**src/rtl/irq_pending_ctrl.sv**
```systemverilog
// irq_pending_ctrl
// Captures rising edges on the request lines into a sticky pending register.
// Issues the highest unmasked pending index over a valid/ack handshake.
// After each acknowledge, a programmable dead time passes before the next issue.
//
// state | meaning
// IDLE  | waiting for an eligible (pending & ~mask) request
// ISSUE | irq_id presented with irq_valid=1, held until irq_ack
// GAP   | dead time after an ack, no issue allowed
module irq_pending_ctrl #(
  parameter int NUM_REQ    = 8,
  parameter int GAP_CYCLES = 1
) (
  input  logic                       clk,
  input  logic                       rst_n,
  input  logic [NUM_REQ-1:0]         req,
  input  logic [NUM_REQ-1:0]         mask,
  input  logic                       clr,
  input  logic                       irq_ack,
  output logic                       irq_valid,
  output logic [$clog2(NUM_REQ)-1:0] irq_id,
  output logic [NUM_REQ-1:0]         pending,
  output logic                       overflow
);

  localparam int ID_W = $clog2(NUM_REQ);

  typedef enum logic [1:0] {
    IDLE  = 2'd0,
    ISSUE = 2'd1,
    GAP   = 2'd2
  } state_t;

  state_t              state, state_nxt;
  logic [NUM_REQ-1:0]  req_q;
  logic [NUM_REQ-1:0]  rise;
  logic [NUM_REQ-1:0]  elig;
  logic [NUM_REQ-1:0]  ack_clr;
  logic [ID_W-1:0]     sel_id;
  logic [3:0]          gap_cnt;
  logic                ack_fire;
  logic                issue;

  assign rise      = req & ~req_q;
  assign elig      = pending & ~mask;
  assign irq_valid = (state == ISSUE);
  assign ack_fire  = (state == ISSUE) & irq_ack;

  // Highest set bit of the eligible vector wins; later iterations override.
  always_comb begin
    sel_id = '0;
    for (int i = 0; i < NUM_REQ; i++) begin
      if (elig[i]) sel_id = ID_W'(i);
    end
  end

  // One-hot of the bit being serviced this cycle.
  always_comb begin
    ack_clr = '0;
    if (ack_fire) ack_clr[irq_id] = 1'b1;
  end

  // Request history for edge detection; keeps tracking through clr so held levels do not re-pend.
  always_ff @(posedge clk or negedge rst_n) begin
    if (!rst_n) req_q <= '0;
    else        req_q <= req;
  end

  // Pending capture: a new edge beats the ack clear on the same bit.
  always_ff @(posedge clk or negedge rst_n) begin
    if (!rst_n)   pending <= '0;
    else if (clr) pending <= '0;
    else          pending <= (pending & ~ack_clr) | rise;
  end

  // Sticky overflow: edge on a bit that is already pending and not being serviced.
  always_ff @(posedge clk or negedge rst_n) begin
    if (!rst_n)                              overflow <= 1'b0;
    else if (clr)                            overflow <= 1'b0;
    else if (|(rise & pending & ~ack_clr))   overflow <= 1'b1;
  end

  // FSM state register.
  always_ff @(posedge clk or negedge rst_n) begin
    if (!rst_n) state <= IDLE;
    else        state <= state_nxt;
  end

  // FSM next-state; clr forces IDLE from any state.
  always_comb begin
    state_nxt = state;
    issue     = 1'b0;
    case (state)
      IDLE: begin
        if (|elig) begin
          state_nxt = ISSUE;
          issue     = 1'b1;
        end
      end
      ISSUE: begin
        if (irq_ack) state_nxt = (GAP_CYCLES == 0) ? IDLE : GAP;
      end
      GAP: begin
        if (gap_cnt <= 4'd1) state_nxt = IDLE;
      end
      default: state_nxt = IDLE;
    endcase
    if (clr) begin
      state_nxt = IDLE;
      issue     = 1'b0;
    end
  end

  // Issued index is captured once on entry to ISSUE and then held.
  always_ff @(posedge clk or negedge rst_n) begin
    if (!rst_n)     irq_id <= '0;
    else if (issue) irq_id <= sel_id;
  end

  // Dead-time down-counter loaded on ack.
  always_ff @(posedge clk or negedge rst_n) begin
    if (!rst_n)                               gap_cnt <= '0;
    else if (clr)                             gap_cnt <= '0;
    else if (ack_fire)                        gap_cnt <= 4'(GAP_CYCLES);
    else if (state == GAP && gap_cnt != 4'd0) gap_cnt <= gap_cnt - 4'd1;
  end

endmodule
```
**config.mk**
```make
export PLATFORM = sky130hd
export DESIGN_NAME = irq_pending_ctrl
export DESIGN_NICKNAME = d
export VERILOG_FILES = /design/src/rtl/irq_pending_ctrl.sv
export SDC_FILE = /design/constraint.sdc
export NUM_CORES = 1
export LEC_CHECK = 0
export CELL_PAD_IN_SITES_DETAIL_PLACEMENT = 1
export CELL_PAD_IN_SITES_GLOBAL_PLACEMENT = 1
export CORE_MARGIN = 3
export CORE_UTILIZATION = 32
export CTS_CLUSTER_DIAMETER = 50
export DETAILED_ROUTE_END_ITERATION = 10
export HOLD_SLACK_MARGIN = 0.03
export PLACE_DENSITY = 0.74
export SLEW_MARGIN = 30
export SYNTH_ARGS = -nofsm -noshare
export SYNTH_HDL_FRONTEND = slang
export SYNTH_SLANG_ARGS = --single-unit
export TNS_END_PERCENT = 10
```
**constraint.sdc**
```tcl
create_clock -name clk -period 1.65 [get_ports clk]
set_clock_uncertainty 0.2 [all_clocks]
set_input_delay 0.2475 -clock clk [delete_from_list [all_inputs] [get_ports clk]]
set_output_delay 0.2475 -clock clk [all_outputs]
set_load 0.01 [all_outputs]
```
==> results.yml, run 1 <==
timing:
  slew_headroom_pct: 76.8
  hold_violations: 0
  max_freq_mhz: 559
  worst_pin_slew_ps: 349
  fin_crit_sh_pct: 108
  rsz0062_at_grt: "true"
  fin_crit_ps: 1790
  setup_viol: 1
  fin_hold_ws_ps: 143
  worst_slack_ps: -138
  timing.final.max_slew_violations: 0
synth:
  synth_seq_cells: 26
  synthDistinctLibCells: 29
  yosysTopAreaCell: "dfrtp_1"
  ys_seq_area_share_pct: 52.8
  ys_warn_count: 0
  muxShareOfSynthArea_pct: 2.54
  synthAdderAreaFrac_pct: 3.05
  synth-compound-area-share_pct: 15.1
  synthXorXnorAreaFrac_pct: 2.13
  synthSimpleGateAreaFrac_pct: 21.6
  netlist.area_leader.share_pct: 52.8
  synth_top_family_by_area: "simple AND/OR/NAND/NOR gates"
  syn-instance-count: 123
  syn_avg_cell_area_sq_um: 10.0
  syn-cell-area_sq_um: 1230
  synth.area.top_cells: "dfrtp_1 53%, a21oi_1 6.1%, nand2b_1 5.1%"
  synth_nets: 146
worst_setup_path:
  start_kind: "input pin"
  worstPathArrival_ps: 1750
  critPathKind: "input pin to register"
  end_kind: "register"
  crit_path_max_fanout: 4
  crit_required_ps: 1610
power_and_ir_drop:
  power.internal_mw: 1.25
  power.density_nw_per_um2: 930
  p_comb_share_pct: 34.0
  p_seq_share_pct: 42.8
  swShare_pct: 30.9
  p_leak_nw: 0.897
  ir_worst_vdd_uv: 351
  switchingPower_uw: 560
  clock_power_share_pct: 23.2
placed_design:
  place_congestion: 0.748
  placedCellCount: 229
  hpwl_microns: 3010
  port_buffers: 32
cells_and_area:
  n_fill_cell: 409
  multi_input_area_sq_um: 617
  layout.cells.non_filler: 235
  drive_gt1_share_pct: 30.2
  ff_latch_area_sq_um: 653
  insertedDiodeCount: 0
  nets: 213
  synthToLayoutAreaGrowth_pct: 58.0
run_status:
  outcome: "finished, violations left"
  violations: "setup timing"
clock_tree:
  path_clk_slew_ps: 90
  insertion_delay_ps: 270
  clock-sinks: 26
  cts_root_buffer: "clkbuf_8"
  cts_tree: "built"
  hold_buffers: 0
  cts_inserted_buffers: 3
  clockBufferDepth: 2
  cts_max_level: 1
floorplan:
  dieArea_sq_um: 4630
  die_width_microns: 68.1
  fp.dieH_microns: 68.1
  core_sq_um: 3520
  start_util_pct: 35.0
  ios: 33
  row_count: 21
global_route:
  antenna_found_initial: 0
  track_usage_pct: 17.8
  grt_pass1_vias: 1231
  grt_max_degree: 27
  gr-total-overflow: 0
  grt_pass1_wl_microns: 6050
detailed_routing:
  drc_errors: 0
  first_pass_iters: 4
  wl_per_cell_microns: 16.5
  via_per_inst: 4.97
  vias: 1167
  ant_nets: 0
  postRouteWirelength_microns: 3890
  drtIter0Drc: 31
job:
  cap_violations: 0
worst_hold_path:
  hold_class: "input pin to async pin"
-- sequential cells by signal (all words and copies together), names as in the netlist --
| name | count |
|---|---|
| gap_cnt | 4 |
| irq_id | 3 |
| overflow | 1 |
| pending | 8 |
| req_q | 8 |
| state | 2 |
-- what timing repair did --
item,4_1_cts,5_1_grt
setup endpoints to repair,18,9
pin swaps,0,9
gates resized for setup,19,15
setup buffers,0,2
-- synth_stat cells --
library cell,instances
dfrtp_1,26
nand2_1,16
a21oi_1,15
nand2b_1,10
inv_1,8
nor2b_1,7
nor2_1,6
ha_1,3
nand3_1,3
o22ai_1,3
o31ai_1,3
and4bb_1,2
mux2i_1,2
nor3_1,2
o21ai_0,2
xor2_1,2
a21oi_2,1
a22o_1,1
a31oi_1,1
and2b_1,1
clkbuf_1,1
mux2_2,1
nand2b_4,1
nand4_1,1
o21ai_2,1
o21bai_1,1
o41a_1,1
o41ai_1,1
xnor2_1,1
-- cells in the final DEF, fill, tap and decap left out, drive strengths merged --
cell / instances
and2b: 1
ha: 3
clkbuf: 5
o21ai: 3
nor2: 6
buf: 31
a21oi: 16
and4bb: 2
o21bai: 1
nand4: 1
xor2: 2
nand2b: 11
o31ai: 3
inv: 8
o22ai: 3
a31oi: 1
nor2b: 7
o41ai: 1
nand2: 16
a22o: 1
nand3: 3
o41a: 1
clkdlybuf4s15: 1
clkdlybuf4s50: 19
dlygate4sd2: 11
mux2i: 2
dfrtp: 26
mux2: 1
nor3: 2
xnor2: 1
-- metrics by stage --
stage	area [sq um]	setup TNS [ps]	utilization [%]	worst slack (ps)	total power, mW
global placement	1830	-1270	51.9	-301	1.34
floorplan	1230	-4.30	-	-4.30	0.976
detailed placement	1830	-1710	51.9	-406	1.37
global route	1950	-236	55.3	-187	1.92
finish	1950	-138	55.3	-138	1.81
CTS	1890	-107	53.6	-107	1.77
-- power groups by stage --
stage	Clock [mW]	Combinational, mW	Sequential, mW
after floorplan	0	0.173	0.803
after global placement	0	0.565	0.777
after detailed placement	0	0.587	0.784
after CTS	0.433	0.563	0.772
after global routing	0.464	0.669	0.784
final	0.419	0.615	0.775
-- cell type report --
| class | count | area share (%) |
|---|---|---|
| timing repair buffer | 63 | 27.4 |
| clock buffer | 4 | 2.83 |
| inverter | 8 | 1.54 |
| sequential | 26 | 33.5 |
| multi-input combinational | 88 | 31.7 |
| tap | 46 | 2.96 |
-- cells by family after synthesis --
logic type	after synthesis
AND/OR/NAND/NOR	49
multiplexers	3
AO/OA/AOI/OAI	30
buffers and inverters	9
XOR/XNOR	3
flip-flops	26
adder cells (fa/ha/maj)	3
-- worst max-delay path, cell delays in order --
cell	delay (ps)
clkdlybuf4s50_1	550
and2b_2	230
nand4_1	120
nand2_1	110
o22ai_1	80
o41a_1	410
-- worst paths after layout --
check / slack [ps] / start / cells after the start / to
hold / removal: 140 / rst_n / 2 / req_q[6]
setup reg to reg: -120 / irq_id[2] / 5 / overflow
min in group clk: 230 / req[4] / 1 / req_q[4]
max in group asynchronous: 830 / rst_n / 2 / irq_id[2]
setup / recovery: -140 / irq_ack / 6 / overflow
hold reg to reg: 340 / req_q[1] / 2 / pending[1]
-- per-layer routing --
metal  GRT usage [%]  routed length (microns)
met1            22.4                     1630
met2            32.0                     2020
met4            4.47                       27
met5               0                        0
met3            2.30                      211
Power figures use the tool's default switching activity.
==> inputs of run 2 (changes only) <==
--- a/config.mk
+++ b/config.mk
@@ -5,14 +5,14 @@
 export SDC_FILE = /design/constraint.sdc
 export NUM_CORES = 1
 export LEC_CHECK = 0
-export CELL_PAD_IN_SITES_DETAIL_PLACEMENT = 1
-export CELL_PAD_IN_SITES_GLOBAL_PLACEMENT = 1
+export ABC_AREA = 1
 export CORE_MARGIN = 3
-export CORE_UTILIZATION = 32
+export CORE_UTILIZATION = 44
 export CTS_CLUSTER_DIAMETER = 50
 export DETAILED_ROUTE_END_ITERATION = 10
 export HOLD_SLACK_MARGIN = 0.03
-export PLACE_DENSITY = 0.74
+export PLACE_DENSITY = 0.75
+export RECOVER_POWER = 50
 export SLEW_MARGIN = 30
 export SYNTH_ARGS = -nofsm -noshare
 export SYNTH_HDL_FRONTEND = slang
==> results.yml, run 2 <==
run_status:
  outcome: "complete, no violations"
timing:
  fin_tns_setup_ps: 0
  worst_slack_ps: 54.6
  setup_viol: 0
  hold_violations: 0
  timing.final.max_slew_violations: 0
  fin_crit_ps: 1600
  rsz0062_at_grt: "true"
  worst_pin_slew_ps: 654
  fin_crit_sh_pct: 96.7
  max_freq_mhz: 627
  slew_headroom_pct: 56.4
worst_setup_path:
  worstPathArrival_ps: 1650
  crit_required_ps: 1700
  crit_path_max_fanout: 7
  reg2regPathDepth: 10
  crit_buf_inv: 3
  cpPeakStageDelay_ps: 420
  end_kind: "register"
  r2r_slack_ps: 50
  r2r-end: "irq_id[0]"
  crit_path_cell_trace: "buf_4 -> inv_1 -> or2_4 -> nand2_2 -> nor2_4 -> nand2_4 -> nand2_4 -> clkinv_1 -> nand2_1 -> nand2_1"
  slowest_stage: "dfrtp_1"
  crit_path_end: "irq_id[0]"
  worstReg2RegStart: "pending[6]"
  cp_top_family: "simple AND/OR/NAND/NOR gates"
  crit_cells: 10
  startpoint: "pending[6]"
  start_kind: "register"
  critPathKind: "register to register"
synth:
  ys_warn_count: 0
  synth_edf_count: 0
  ys_top_cells_by_count: "47 x nand2_1, 26 x dfrtp_1, 24 x inv_1"
  yosysTopAreaCell: "dfrtp_1"
  ys_seq_area_share_pct: 46.1
  yosysMostFrequentCell: "nand2_1"
  synth_ff_type: "dfrtp_1"
  syn-instance-count: 182
  synth_seq_cells: 26
  ys_async_sr_fraction_pct: 100
  syn_avg_cell_area_sq_um: 7.75
  netlist.area_leader.share_pct: 46.1
  synthDistinctLibCells: 26
  synth.area.top_cells: "dfrtp_1 46%, nand2_1 13%, inv_1 6.4%"
  syn-cell-area_sq_um: 1410
  synth_nets: 205
power_and_ir_drop:
  p_leak_nw: 1.06
  p_seq_share_pct: 42.2
  swShare_pct: 32.2
  clock_power_share_pct: 25.7
  power_mw: 1.78
  switchingPower_uw: 573
  power.density_nw_per_um2: 877
  power.internal_mw: 1.21
  ir_worst_vdd_uv: 494
  p_comb_share_pct: 32.1
cells_and_area:
  insertedDiodeCount: 0
  multi_input_area_sq_um: 649
  final_common_cell: "nand2_1"
  drive_gt1_share_pct: 25.7
  synthToLayoutAreaGrowth_pct: 44.1
  layout_common_cells: "47 x nand2_1, 28 x buf_4, 23 x inv_1, 23 x dfrtp_1, 17 x nor2_1"
  top_regs: "pending: 8 flops, req_q: 8 flops, gap_cnt: 4 flops"
  ff_latch_area_sq_um: 654
  nets: 269
  fin_area_sq_um: 2030
  n_fill_cell: 261
clock_tree:
  path_clk_slew_ps: 160
  hold_buffers: 0
  cts_tree: "built"
  cts_max_level: 1
  cts_root_buffer: "clkbuf_4"
  insertion_delay_ps: 340
  clockBufferDepth: 2
  clock-sinks: 26
  cts_inserted_buffers: 3
detailed_routing:
  vias: 1403
  first_pass_iters: 4
  via_per_inst: 4.89
  wl_per_cell_microns: 12.9
  postRouteWirelength_microns: 3700
  ant_nets: 0
  drc_errors: 0
  drtIter0Drc: 72
global_route:
  grt_max_degree: 27
  track_usage_pct: 20.4
  grt_pass1_wl_microns: 6310
  gr-total-overflow: 0
  grt_pass1_vias: 1411
  antenna_found_initial: 0
floorplan:
  core_sq_um: 2900
  start_util_pct: 48.6
  die_width_microns: 62.6
  dieArea_sq_um: 3920
  row_count: 19
  ios: 33
  fp.dieH_microns: 62.6
placed_design:
  place_ws_ps: -136
  place_congestion: 0.840
  hpwl_microns: 2700
  place_area_sq_um: 1900
  port_buffers: 32
job:
  cap_violations: 0
worst_hold_path:
  hold_class: "input pin to async pin"
## run 2: changes by cell type after synthesis, moves of 6 or more
cell      before  now
nor2b_1        7    0
nand2b_1      10    0
inv_1          8   24
inv_2          0    6
nand3_1        3    9
nor2_1         6   18
nand2_1       16   47
## run 2: final cells by class
cell class / count / share of cell area [%]
multi-input cells: 124 / 32.0
inverters: 31 / 5.73
well taps: 42 / 2.59
flip-flops and latches: 26 / 32.2
repair buffers: 60 / 24.9
clock buffers: 3 / 1.11
clock inverters: 1 / 1.48
## run 2: power by group through the flow
stage | clock (mW) | sequential [mW] | combinational, mW
after CTS | 0.462 | 0.748 | 0.566
after global placement | 0 | 0.796 | 0.473
after floorplan | 0 | 0.798 | 0.232
final | 0.458 | 0.751 | 0.573
after global routing | 0.484 | 0.758 | 0.631
after detailed placement | 0 | 0.799 | 0.488
## run 2: how the worst min path moves through the flow
| stage | to | cells after the start |
|---|---|---|
| after floorplan | gap_cnt[0] | 0 |
| after global placement | gap_cnt[3] | 2 |
| after detailed placement | pending[4] | 3 |
| after CTS | pending[7] | 2 |
| after global routing | req_q[4] | 1 |
| final | pending[7] | 2 |
## run 2: per-stage QoR
stage	hold WS, ps	instances	utilization, %
6_report	234	287	70.1
5_1_grt	278	287	70.1
4_1_cts	46.3	285	69.5
3_5_place_dp	322	271	65.5
3_3_place_gp	302	271	65.5
2_1_floorplan	-248	182	-
## run 2: repair_timing
| item | 4_1_cts | 5_1_grt |
|---|---|---|
| setup endpoints to repair | 13 | 8 |
| buffers inserted | 10 | 2 |
| gates resized for setup | 16 | 9 |
## run 2: routing by layer
layer / global-route usage [%] / up-vias / wire length, microns
met1: 24.3 / 656 / 1510
met2: 36.1 / 51 / 1880
met5: 0 / - / 0
li1: - / 688 / -
met3: 3.96 / 8 / 230
met4: 7.71 / 0 / 76
## run 2: kinds of logic after synthesis
family	synth area share [%]
flops	46.1
fa+ha+maj	2.66
compound gates	8.34
buf+inv	8.52
simple gates	34.3
==> patch 1: new RTL, config.mk and constraints of run 2 <==
Register the output `irq_id` once more, with the module's reset; this adds one clock of latency there. The other outputs are not delayed to match.
--- a/src/rtl/irq_pending_ctrl.sv
+++ b/src/rtl/irq_pending_ctrl.sv
@@ -31,6 +31,8 @@
     GAP   = 2'd2
   } state_t;
 
+  logic [$clog2(NUM_REQ)-1:0] irq_id_s0;
+
   state_t              state, state_nxt;
   logic [NUM_REQ-1:0]  req_q;
   logic [NUM_REQ-1:0]  rise;
@@ -57,7 +59,7 @@
   // One-hot of the bit being serviced this cycle.
   always_comb begin
     ack_clr = '0;
-    if (ack_fire) ack_clr[irq_id] = 1'b1;
+    if (ack_fire) ack_clr[irq_id_s0] = 1'b1;
   end
 
   // Request history for edge detection; keeps tracking through clr so held levels do not re-pend.
@@ -113,8 +115,8 @@
 
   // Issued index is captured once on entry to ISSUE and then held.
   always_ff @(posedge clk or negedge rst_n) begin
-    if (!rst_n)     irq_id <= '0;
-    else if (issue) irq_id <= sel_id;
+    if (!rst_n)     irq_id_s0 <= '0;
+    else if (issue) irq_id_s0 <= sel_id;
   end
 
   // Dead-time down-counter loaded on ack.
@@ -125,4 +127,12 @@
     else if (state == GAP && gap_cnt != 4'd0) gap_cnt <= gap_cnt - 4'd1;
   end
 
+  always_ff @(posedge clk or negedge rst_n) begin
+    if (!rst_n) begin
+      irq_id <= '0;
+    end else begin
+      irq_id <= irq_id_s0;
+    end
+  end
+
 endmodule
Formal check against the unedited RTL: not equivalent (a bounded check fails within 4 cycles, from zero or initial values and one cycle with rst_n low).
==> patch 1 against run 2 <==
  * Cell area shrank 2.9%
  * First-iteration DRC count shrank 56%
  * Critical path type is now reg -> out
  * Largest power group unchanged
  * Routed wire length shrank 17%
  * Synthesized cell count grew 1.6%
  * Final cell count shrank 3.1%
  * Total power shrank 2.2%
  * Sequential cell count grew 3
  * Worst setup slack gained 0.097 ns
  * Largest cell class unchanged
  * Die area grew 4.4%
  * Synthesized area grew 4.9%
  * Register-to-register slack gained 0.11 ns
  * Worst hold slack gained 0.056 ns
==> patch 1: results (changes against run 2) <==
- Clk pwr share: 0.246 (was 0.257)
- Inserted Clock Buffers: 5 (was 3)
- Pre-CTS setup slack: -0.157 ns (was -0.136 ns)
- Cell Area, Placed: 0.00193 sq mm (was 0.00190 sq mm)
- Reg-to-Reg Start: pending[1]$_DFF_PN0_ (was pending[6]$_DFF_PN0_)
- WL final: 3070 um (was 3700 um)
- Initial DRC count: 32 (was 72)
- Placed Cells: 270 (was 271)
- Util after Layout: 0.631 (was 0.701)
- Seq group: 0.878 mW (was 0.751 mW)
- Seq Cell Count: 29 (was 26)
- Core region area: 0.00313 sq mm (was 0.00290 sq mm)
- WP data arrival: 1.05 ns (was 1.65 ns)
- Drt wl/cell: 11.0 um (was 12.9 um)
- Critical Path Start: state[1]$_DFFE_PN0P_ (was pending[6]$_DFF_PN0_)
- Flop-to-flop setup slack: 0.16 ns (was 0.05 ns)
- Net Count, Synth: 208 (was 205)
- DP Wirelength: 2450 um (was 2700 um)
- Status: finished, final reports clean (unchanged)
- Vias in the first global route: 1223 (was 1411)
- R2r endpoint: irq_id_s0[0]$_DFFE_PN0P_ (was irq_id[0]$_DFFE_PN0P_)
- Distinct cells, synth: 24 (was 26)
- Sequential share of the synthesized area: 0.491 (was 0.461)
- Nets@finish: 257 (was 269)
- Largest net degree at the start of global routing: 30 (was 27)
- Fraction of area in multi-input gates: 0.321 (was 0.320)
-- patch 1: cell types whose count changed in the layout (fill, tap and decap cells not counted), moves of 2 or more --
cell	run 2	this run
o21ai_1	5	3
dfrtp_1	23	29
buf_4	28	10
inv_2	7	5
dfrtp_2	3	0
nor2_1	17	20
clkbuf_4	3	5
dlymetal6s2s_1	0	2
o21ai_2	0	2
inv_1	23	25
-- patch 1: kinds of logic (layout without fill, tap and decap cells) --
logic type	count (synthesis)	after routing	share of synthesized area
simple gates	98	98	0.318
compound gates	23	23	0.0846
flops	29	29	0.491
buf+inv	32	81	0.0812
fa+ha+maj	3	3	0.0254
-- patch 1: worst max-delay path, cell delays in order, from the launching register on --
cell and delay [ns]:
dfrtp_1 0.40, inv_2 0.08, nand2_2 0.08, inv_1 0.06, clkbuf_2 0.12
-- patch 1: timing repair --
action | CTS | global route
hold endpoints to repair | 0 | 0
hold buffers | 0 | 0
endpoints found under the setup margin | 11 | 3
gates resized for setup | 11 | 4
setup buffers | 1 | 0
==> patch 2: new RTL, flow settings as in run 2 <==
Without the edit above. Set the parameter `NUM_REQ` to 16 (it was 8).
--- a/src/rtl/irq_pending_ctrl.sv
+++ b/src/rtl/irq_pending_ctrl.sv
@@ -8,7 +8,7 @@
 // ISSUE | irq_id presented with irq_valid=1, held until irq_ack
 // GAP   | dead time after an ack, no issue allowed
 module irq_pending_ctrl #(
-  parameter int NUM_REQ    = 8,
+  parameter int NUM_REQ    = 16,
   parameter int GAP_CYCLES = 1
 ) (
   input  logic                       clk,
Ports: changed (resized irq_id, mask, pending and req); port bits go from 33 to 58. No check against the original RTL was run, so the function may have changed too.
==> patch 2 against run 2 <==
  * The run now ends with negative setup slack left
  * Total power grew 70%
  * Sequential cell count grew 17
  * Synthesized area grew 49%
  * Highest routed layer unchanged
  * Cell area grew 68%
  * Die area grew 44%
  * Critical endpoint is now overflow$_DFFE_PN0P_
  * Via count grew 54%
  * Utilization grew 6.1 points
  * Routed wire length grew 55%
  * Count of clock-buffer cells in the layout grew 4
  * Worst setup slack lost 0.35 ns
==> patch 2: results (changes against run 2) <==
- Peak supply drop: 559 uV (was 494 uV)
- Warnings, synthesis: 0 (unchanged)
- Cell-internal power: 1.98 mW (was 1.21 mW)
- Inserted Clock Buffers: 5 (was 3)
- H-tree level count: 2 (was 1)
- Nets@finish: 429 (was 269)
- Cell Area, Placed: 0.00311 sq mm (was 0.00190 sq mm)
- Failing checks: negative setup slack
- Sequential share of the synthesized area: 0.512 (was 0.461)
- Initial antenna violation count: 0 (unchanged)
- FFs w/ async S/R, synth: 1.00 (unchanged)
- Crit-path max cell delay: 0.40 ns (was 0.42 ns)
- Largest regs: pending: 16 flops, req_q: 16 flops (was pending: 8 flops, req_q: 8 flops, gap_cnt: 4 flops)
- Status: finished with violations (was finished, final reports clean)
- Distinct cells, synth: 26 (unchanged)
- Vias in the first global route: 2024 (was 1411)
- Port Buffers: 57 (was 32)
- Net Count, Synth: 306 (was 205)
- GRT Util Overall: 0.206 (was 0.204)
- Endpoints failing setup: 4 (was 0)
- Synth top cells by count: 88 x nand2_1, 44 x inv_1, 43 x dfrtp_1, 28 x nor2_1, 21 x a21oi_1 (was 47 x nand2_1, 26 x dfrtp_1, 24 x inv_1, 18 x nor2_1, 13 x a21oi_1)
- DR pass1 iterations: 4 (unchanged)
- GP Congestion: 0.860 (was 0.840)
- Crit-path slowest cell: dfrtp_1 (unchanged)
- Vias per cell: 4.87 (was 4.89)
- Largest net degree at the start of global routing: 44 (was 27)
- Root Driver: clkbuf_8 (was clkbuf_4)
- Antenna-violating nets left: 0 (unchanged)
- Drt wl/cell: 12.9 um (about the same)
- Clk_lat worst skew: 0.29 ns (was 0.34 ns)
- Final setup margin: -0.297 ns (was 0.0546 ns)
- DP Wirelength: 4220 um (was 2700 um)
- Top_reg_cell synth: dfrtp_1 (unchanged)
- Clock Pin Slew Worst Setup and Hold Paths: 0.08 ns (was 0.16 ns)
- Leakage: 1.83 nW (was 1.06 nW)
- Synth top area cells: dfrtp_1 51%, nand2_1 16%, inv_1 7.9% (was dfrtp_1 46%, nand2_1 13%, inv_1 6.4%)
- Initial DRC count: 84 (was 72)
- Crit path max fanout: 6 (was 7)
- Pre-CTS setup slack: -0.566 ns (was -0.136 ns)
- Hold WC Path Type: in -> reg (was in -> async)
- First-pass GRT wire length: 8820 um (was 6310 um)
- # diodes: 0 (unchanged)
- Fraction of layout cells with a size suffix above 1: 0.311 (was 0.257)
- WP data arrival: 1.92 ns (was 1.65 ns)
- Most frequent cell after synthesis: nand2_1 (unchanged)
- Worst-margin pin slew: 0.598 ns (was 0.654 ns)
- Clock Path Buffers: 2 (unchanged)
## patch 2: changes by cell type in the layout (fill, tap and decap cells not counted), moves of 8 or more
cell and delta:
dlygate4sd2_1 +8, nand3_1 -8, inv_1 +17, nand2_1 +20
dfrtp_1 +17, nand2_2 +15, a21oi_1 +8, buf_4 +30
## patch 2: path summary, 6_finish.rpt
kind                       cells after the start            startpoint  slack [ns]                     end
max                                           10  state[1]$_DFFE_PN0P_       -0.30    overflow$_DFFE_PN0P_
min                                            4              mask[15]        0.18   irq_id[0]$_DFFE_PN0P_
max reg2reg                                   10  state[1]$_DFFE_PN0P_       -0.30    overflow$_DFFE_PN0P_
min reg2reg                                    3   req_q[10]$_DFF_PN0_        0.32   pending[10]$_DFF_PN0_
max in group asynchronous                      3                 rst_n        0.41   irq_id[2]$_DFFE_PN0P_
min in group asynchronous                      3                 rst_n        0.41  gap_cnt[2]$_DFFE_PN0P_
## patch 2: timing repair
| action | 4_1_cts | 5_1_grt |
|---|---|---|
| pin swaps | 0 | 21 |
| resized for setup | 35 | 47 |
| hold buffers | 1 | 0 |
| setup endpoints to repair | 27 | 20 |
| endpoints found under the hold margin | 43 | 0 |
| setup buffers | 1 | 9 |
## patch 2: metrics by stage
stage          setup TNS [ns]  total power [mW]  hold slack, ns  instances
5_1_grt                 -1.29              3.22           0.183        444
3_3_place_gp            -5.06              2.27          0.0416        425
3_5_place_dp            -5.43              2.29          0.0419        425
2_1_floorplan               0              1.71          -0.248        268
6_report               -0.401              3.03           0.176        444
4_1_cts                -0.247              2.94           0.216        435
## patch 2: power groups by stage
stage	Clock (mW)	Sequential (mW)	Combinational, mW
6_report	0.644	1.32	1.07
5_1_grt	0.720	1.33	1.17
4_1_cts	0.659	1.30	0.988
3_5_place_dp	0	1.30	0.983
3_3_place_gp	0	1.30	0.967
2_1_floorplan	0	1.33	0.374
## patch 2: kinds of logic after synthesis
family | synth area share
AO/OA/AOI/OAI | 0.0952
XOR/XNOR | 0.00833
adder cells (fa/ha/maj) | 0.0119
buffers and inverters | 0.0892
flip-flops | 0.512
AND/OR/NAND/NOR | 0.284
## patch 2: routing by layer
layer	global-route usage	up-vias	part of all wire	routed length [um]
met5	0	-	0	0
met4	0.0816	0	0.021	120
met3	0.0334	18	0.058	332
met2	0.334	74	0.50	2830
met1	0.277	996	0.43	2430
li1	-	1076	-	-
## patch 2: worst max-delay path: cells and delay by family, from the launching register on
family	cells	cell delay, ns
and+or+nand+nor	8	1.08
DFF	1	0.40
AOI/OAI and AO/OA	1	0.07
buffers and inverters	1	0.08
## patch 2: area by class of cell
class / count / area [sq um]
clock buffers: 7 / 76.3
clock inverters: 1 / 5.00
fillers: 329 / 1070
inverters: 48 / 180
multi-input cells: 175 / 983
flip-flops and latches: 43 / 1080
well taps: 52 / 65.1
repair buffers: 118 / 1020
